$ cat src/rtl/game_countdown_timer.sv
// Round countdown timer: counts play time down on 1 Hz ticks, keeps binary and
// BCD (m:ss) views of the remaining time in step, and pulses time_up on expiry.
module game_countdown_timer #(
  parameter int unsigned START_SECONDS = 60,
  parameter int unsigned MAX_SECONDS   = 599,
  parameter int unsigned WARN_SECONDS  = 10,
  parameter int unsigned BONUS_SECONDS = 15
) (
  input  logic       clock_100Mhz,
  input  logic       reset,
  input  logic       one_second_enable,
  input  logic       start,
  input  logic       pause,
  input  logic       add_time,
  output logic [9:0] seconds_left,
  output logic [3:0] minutes,
  output logic [3:0] sec_tens,
  output logic [3:0] sec_ones,
  output logic       running,
  output logic       warning,
  output logic       time_up,
  output logic [1:0] state
);

  typedef enum logic [1:0] {
    StIdle    = 2'd0,
    StRunning = 2'd1,
    StPaused  = 2'd2,
    StExpired = 2'd3
  } state_e;

  localparam logic [9:0]  StartVal = 10'(START_SECONDS);
  localparam logic [10:0] MaxVal   = 11'(MAX_SECONDS);
  localparam logic [11:0] StartBcd = {4'(START_SECONDS / 60), 4'((START_SECONDS % 60) / 10),
                                      4'(START_SECONDS % 10)};

  // Binary to {minutes, tens, ones}; constant divisors keep this purely combinational.
  function automatic logic [11:0] to_bcd(input logic [9:0] val);
    logic [31:0] v, r;
    v = 32'(val);
    r = v % 32'd60;
    return {4'(v / 32'd60), 4'(r / 32'd10), 4'(r % 32'd10)};
  endfunction

  function automatic logic [9:0] saturate(input logic [10:0] sum);
    return (sum > MaxVal) ? MaxVal[9:0] : sum[9:0];
  endfunction

  state_e      state_q, state_d;
  logic [9:0]  secs_q, secs_d;
  logic [3:0]  min_q, min_d, tens_q, tens_d, ones_q, ones_d;
  logic        run_q, run_d, warn_q, warn_d, tup_q, tup_d;

  logic        load;
  logic [9:0]  load_val;
  logic [10:0] sum_add, sum_dec_add;
  logic [3:0]  dec_min, dec_tens, dec_ones;

  assign sum_add     = {1'b0, secs_q} + 11'(BONUS_SECONDS);
  assign sum_dec_add = sum_add - 11'd1;

  // Cascaded digit decrement with borrow.
  always_comb begin
    dec_min  = min_q;
    dec_tens = tens_q;
    dec_ones = ones_q - 4'd1;
    if (ones_q == 4'd0) begin
      dec_ones = 4'd9;
      dec_tens = tens_q - 4'd1;
      if (tens_q == 4'd0) begin
        dec_tens = 4'd5;
        dec_min  = min_q - 4'd1;
      end
    end
  end

  always_comb begin
    state_d  = state_q;
    secs_d   = secs_q;
    min_d    = min_q;
    tens_d   = tens_q;
    ones_d   = ones_q;
    tup_d    = 1'b0;
    load     = 1'b0;
    load_val = secs_q;

    unique case (state_q)
      StIdle: begin
        if (start) begin
          state_d  = StRunning;
          load     = 1'b1;
          load_val = StartVal;
        end
      end
      StRunning: begin
        if (one_second_enable && add_time) begin
          load     = 1'b1;
          load_val = saturate(sum_dec_add);
        end else if (one_second_enable) begin
          if (secs_q <= 10'd1) begin
            secs_d  = 10'd0;
            min_d   = 4'd0;
            tens_d  = 4'd0;
            ones_d  = 4'd0;
            state_d = StExpired;
            tup_d   = 1'b1;
          end else begin
            secs_d = secs_q - 10'd1;
            min_d  = dec_min;
            tens_d = dec_tens;
            ones_d = dec_ones;
          end
        end else if (add_time) begin
          load     = 1'b1;
          load_val = saturate(sum_add);
        end
        // Expiry takes precedence over a coincident pause.
        if (pause && (state_d == StRunning)) state_d = StPaused;
      end
      StPaused: begin
        if (add_time) begin
          load     = 1'b1;
          load_val = saturate(sum_add);
        end
        if (pause) state_d = StRunning;
      end
      StExpired: begin
        secs_d = 10'd0;
        min_d  = 4'd0;
        tens_d = 4'd0;
        ones_d = 4'd0;
        if (start) begin
          state_d  = StRunning;
          load     = 1'b1;
          load_val = StartVal;
        end
      end
      default: state_d = StIdle;
    endcase

    if (load) begin
      secs_d                   = load_val;
      {min_d, tens_d, ones_d}  = to_bcd(load_val);
    end

    run_d  = (state_d == StRunning);
    warn_d = ((state_d == StRunning) || (state_d == StPaused)) &&
             (secs_d != 10'd0) && (secs_d <= 10'(WARN_SECONDS));
  end

  always_ff @(posedge clock_100Mhz or posedge reset) begin
    if (reset) begin
      state_q                    <= StIdle;
      secs_q                     <= StartVal;
      {min_q, tens_q, ones_q}    <= StartBcd;
      run_q                      <= 1'b0;
      warn_q                     <= 1'b0;
      tup_q                      <= 1'b0;
    end else begin
      state_q <= state_d;
      secs_q  <= secs_d;
      min_q   <= min_d;
      tens_q  <= tens_d;
      ones_q  <= ones_d;
      run_q   <= run_d;
      warn_q  <= warn_d;
      tup_q   <= tup_d;
    end
  end

  assign seconds_left = secs_q;
  assign minutes      = min_q;
  assign sec_tens     = tens_q;
  assign sec_ones     = ones_q;
  assign running      = run_q;
  assign warning      = warn_q;
  assign time_up      = tup_q;
  assign state        = state_q;

endmodule

$ cat config.mk
export PLATFORM = sky130hd
export DESIGN_NAME = game_countdown_timer
export DESIGN_NICKNAME = d
export VERILOG_FILES = /design/src/rtl/game_countdown_timer.sv
export SDC_FILE = /design/constraint.sdc
export NUM_CORES = 1
export LEC_CHECK = 0
export BUFFER_PORTS_ARGS = -buffer_cell sky130_fd_sc_hd__buf_2
export CAP_MARGIN = 20
export CORE_MARGIN = 2
export CORE_UTILIZATION = 55
export CTS_BUF_LIST = sky130_fd_sc_hd__clkbuf_8
export DETAILED_ROUTE_END_ITERATION = 12
export GPL_TIMING_DRIVEN = 1
export PLACE_DENSITY = 0.78
export RECOVER_POWER = 50
export SLEW_MARGIN = 15
export SYNTH_ARGS = -nofsm -noshare
export SYNTH_HDL_FRONTEND = slang
export SYNTH_SLANG_ARGS = --single-unit
export TNS_END_PERCENT = 5
$ cat constraint.sdc
create_clock -name clock_100Mhz -period 10.05 [get_ports clock_100Mhz]
set_input_delay 2.01 -clock clock_100Mhz [delete_from_list [all_inputs] [get_ports clock_100Mhz]]
set_output_delay 2.01 -clock clock_100Mhz [all_outputs]
set_load 0.03 [all_outputs]
Word-level counts from Yosys, hierarchy flattened
Cells that the tools add are included.
{"block": "totals", "elab_cells": 95, "inputBits": 6, "ff_bits": 27, "output_inout_bits": 27}
{"block": "op_classes", "muxes": 49, "n_eq_ne": 10, "n_addsub": 6, "div_mod_pow": 4, "n_reduce_logical": 14, "magnitude_cmp": 4}
{"op": "$mux 10", "n": 10}
{"op": "$mux 4", "n": 17}
{"op": "$div 10x6->32 const B", "n": 1}
{"op": "$div 32x4->32 const B", "n": 1}
{"op": "$mod 10x6->32 const B", "n": 1}
{"op": "$mod 32x4->32 const B", "n": 1}
{"op": "$pmux 10 s3", "n": 1}
{"op": "$pmux 4 s2", "n": 3}
{"op": "$gt 11x10->1 const B", "n": 2}
{"op": "$pmux 10 s2", "n": 1}
{"op": "$mux 2", "n": 7}
{"op": "$sub 4x1->4 const B", "n": 3}
{"op": "$add 10x4->11 const B", "n": 1}
{"op": "$sub 11x1->11 const B", "n": 1}
{"op": "$le 10x1->1 const B", "n": 1}
{"op": "$le 10x4->1 const B", "n": 1}
{"op": "$reduce_bool 10->1", "n": 1}
{"op": "$sub 10x1->10 const B", "n": 1}
{"op": "$logic_not 4->1", "n": 2}
{"op": "$mux 1", "n": 8}
{"op": "$ne 4x4->1 const B", "n": 2}
{"op": "$eq 2x1->1 const B", "n": 3}
{"op": "$eq 2x2->1 const B", "n": 3}
{"op": "$ne 3x3->1 const B", "n": 2}
{"op": "10 further kinds", "n": 13}

Depth between registers and ports, before layout
{"block": "depth", "depth_word": 13, "mapped_depth": 36, "depth_no_buf": 32}

Worst setup path before layout
No wires, ideal clock.
{"block": "synth_timing", "path_type": "input to register", "start": "input add_time", "end": "register ones_q[3] (netlist: sec_ones[3])", "t_arrival_ns": 7.998, "path_slack_ns": 1.920, "cell_stages": 32, "n_path_buf": 2, "required_time_ns": 9.919, "setup_ns": 0.131, "cell_sequence": "clkbuf_1 and2_1 o31a_1 a21bo_1 mux2i_1 nand2_1 a21oi_1 o221a_2 nand3_1 inv_1 ha_1 inv_1 nand2_1 nor4_1 nor3_1 a211oi_4 or4b_1 o2111ai_2 o21bai_2 a21oi_1 o311a_1 buf_6 and2_4 a2111o_1 o21ai_0 o22ai_1 ha_1 inv_1 o221ai_1 a211oi_1 xor2_1 o21ai_1"}
{"block": "synth_between", "elab_chain_len": 7, "elab_cells_between_ends": 16, "classes_between": "div: 2; eq/ne: 2; mux: 9; reduce/logical: 3"}
{"element": "start: declaration", "line": "14", "text": "input logic add_time,"}
{"element": "$mux 10", "line": "113, 121"}
{"element": "$mux 10", "line": "99", "text": "end else if (one_second_enable) begin"}
{"element": "$mux 10", "line": "96", "text": "if (one_second_enable && add_time) begin"}
{"element": "$pmux 10 s3", "line": "87", "text": "unique case (state_q)"}
{"element": "$mod 10x6->32", "line": "41", "text": "r = v % 32'd60;"}
{"element": "$mod 32x4->32", "line": "42", "text": "return {4'(v / 32'd60), 4'(r / 32'd10), 4'(r % 32'd10)};"}
{"element": "$mux 4", "line": "141", "text": "if (load) begin"}
{"element": "end signal: assignment", "line": "155", "text": "{min_q, tens_q, ones_q} <= StartBcd;"}
{"element": "end signal: assignment", "line": "164", "text": "ones_q <= ones_d;"}
{"element": "end: declaration", "line": "51", "text": "logic [3:0] min_q, min_d, tens_q, tens_d, ones_q, ones_d;"}
Several ways; a longest one is shown, not always the timed one.
A chain may end at the register's enable or synchronous reset.

Final worst setup path
Same ends and word-level chain as after synthesis.

==> metrics <==
status=finished clean; crit end category=register; initial antenna violation count=0; most used cell, CP=inv_1; Hold EP=minutes[0]; top cell type's share of synthesized area=0.125; die height=between 90 and 100 um; Resize count post-CTS=0; Placed Cells=703; All-Layer GR Usage=0.316; Via Count=approximately 5000; Clock Path Buffers=2; Slew headroom=0.228; Sinks on Clock Net=27; pin count of the biggest net entering global routing=43; Synth Flop Type=dfrtp_1; antenna cells=0; Yosys cell types=between 100 and 150; Layout fillers=~740; slowest cell delay on critical path=~480 ps; fin nets=~630; Site Rows=32; clock slew at reported path FFs=approximately 100 ps; Iter 0 DRT Violations=approximately 570; Layout Cells excl Fill=708; die area=8730 um^2; Fin. Hold Viols=0; f_max=roughly 110 MHz; Post-Synthesis Cells=595; clock skew=9.18 ps; per-cell routed wire length=~19 um; worst r2r dst=sec_ones[3]; DIE WIDTH=between 90 and 100 um; worst slew pin tran=around 1100 ps; #FFs+latches synth=27; DRC=0; setup TNS=0 ps; hold depth=2; WS Path Type=in2reg; gp weighted congestion=1.01; Worst Hold Class=reg2reg; Synth async-reset ratio=1.00; drt first pass iters=5; CTS Root Cell=clkbuf_8; CTS tree=built; worst skew pair latency=270 ps; fin crit share=0.882; H-tree level count=1; CP max-delay cell=a2111oi_2; top cells by count, synth=nand2_1 (55), a21oi_1 (48), o21ai_0 (48); vias in the first global route=between 4000 and 5000; CP Max Fanout=18; post-route design area=between 4000 and 5000 um^2; P&R area growth vs syn=4.92%; initial core utilization=0.569; setup bufs post-CTS=0; Post-DRT Antenna Nets=0; hold path start=minutes[0]; Slew Viols, Final=0; RSZ-0062 raised after global routing=false; largest area contributor in the netlist=dfrtp_1; layout cell share with drive strength beyond 1=0.130; vias per cell=~7.0; Worst R2R Start=seconds_left[0]; max-cap check violation count=0; I/O pin count=33; post-layout min period=8870 ps; EDFF count, synth=0; critical path required time=around 10000 ps; cts hold-fix bufs=0; R2R cell count=32; wire length of the first global-routing pass=22.4 mm; flop2flop setup slack=roughly 1300 ps; DP Area=4580 um^2; Worst setup SP type=primary input; routed wire length=roughly 14 mm; Seq/Total Area, Yosys=0.155; CTS Buf Count=3; most common cell in the netlist=nand2_1; leading post-synthesis cells by cell area=dfrtp_1 (13%), a21oi_1 (5.5%), o21ai_0 (5.5%); Post-Syn Area=about 4400 um^2; Synth Net Count=roughly 620; port bufs=32; placeable core area=roughly 7700 um^2; Synth Warn #=0; critical path arrival=between 9000 and 10000 ps; Post-Syn Area per Cell=7.39 um^2; Setup violations, final=0; GR Overflow Total=0; hpwl dp=around 10 mm
## metal layers
metal | wire length [um] | track usage | vias up
li1 | - | - | 2329
met1 | 6070 | 0.440 | 2346
met2 | 6330 | 0.517 | 263
met3 | 1030 | 0.0346 | 43
met4 | 363 | 0.0858 | 0
met5 | 0 | 0 | -
## through the flow
step                setup slack, ps  hold slack (ps)  utilization
global route                    508              591        0.597
detailed placement             1040              523        0.593
global placement               1400              509        0.593
floorplan                      1920              569            -
CTS                            1340              538        0.599
finish                         1180              538        0.597
## layout by cell type, fill, tap and decap left out, types with 6 or more instances in the layout
cell type	instances
nand2_1	55
a21oi_1	48
nor2_1	47
o21ai_0	47
inv_1	28
dfrtp_1	22
nor3_1	21
buf_2	21
nand3_1	20
xnor2_1	15
ha_1	15
a31oi_1	13
clkbuf_1	12
o211ai_1	11
a211oi_1	10
o21ai_1	9
o22ai_1	9
nor4_1	8
xor2_1	7
a21o_1	7
o21a_1	7
mux2i_1	6
and2_1	6
## critical path, delay by kind of cell
family,cells,cell delay [ps]
xor gates and xnor gates,2,390
buffers and inverters,4,620
AOI/OAI and AO/OA,14,3840
and+or+nand+nor,8,1380
muxes,1,270
adders and majority gates,2,490
## final cells by class
| class | count | area [um^2] | area share |
|---|---|---|---|
| sequential | 27 | 682 | 0.148 |
| clock buffer | 3 | 41.3 | 0.00895 |
| inverter | 30 | 113 | 0.0244 |
| timing repair buffer | 38 | 188 | 0.0407 |
| clock inverter | 1 | 5.00 | 0.00108 |
| multi-input combinational | 507 | 3460 | 0.750 |
| tap | 102 | 128 | 0.0276 |
## registers in the layout, summed over array words and instances, names as in the netlist
name,count
sec_tens,4
time_up,1
minutes,4
sec_ones,4
state,2
running,1
seconds_left,10
warning,1
## worst max-delay path by stage
stage                    startpoint           to  slack [ps]  cells after the start
floorplan                  add_time  sec_ones[3]        1920                     32
global placement           add_time  sec_ones[3]        1400                     31
detailed placement         add_time  sec_ones[3]        1040                     31
CTS                        add_time  sec_ones[3]        1340                     31
global route        seconds_left[0]  sec_ones[3]         510                     32
finish                     add_time  sec_ones[3]        1180                     31
## logic make-up (layout without fill, tap and decap cells)
logic type / Yosys count / in the layout / share of synthesized area
fa+ha+maj: 16 / 16 / 0.0449
compound gates: 247 / 247 / 0.413
mux: 10 / 10 / 0.0256
xor+xnor: 26 / 26 / 0.0586
buf+inv: 61 / 72 / 0.0586
flops: 27 / 27 / 0.155
simple gates: 208 / 208 / 0.244
Power is left out: the tool's default activity adds up to more than one toggle a clock period on the data nets, which glitch-free logic cannot reach.
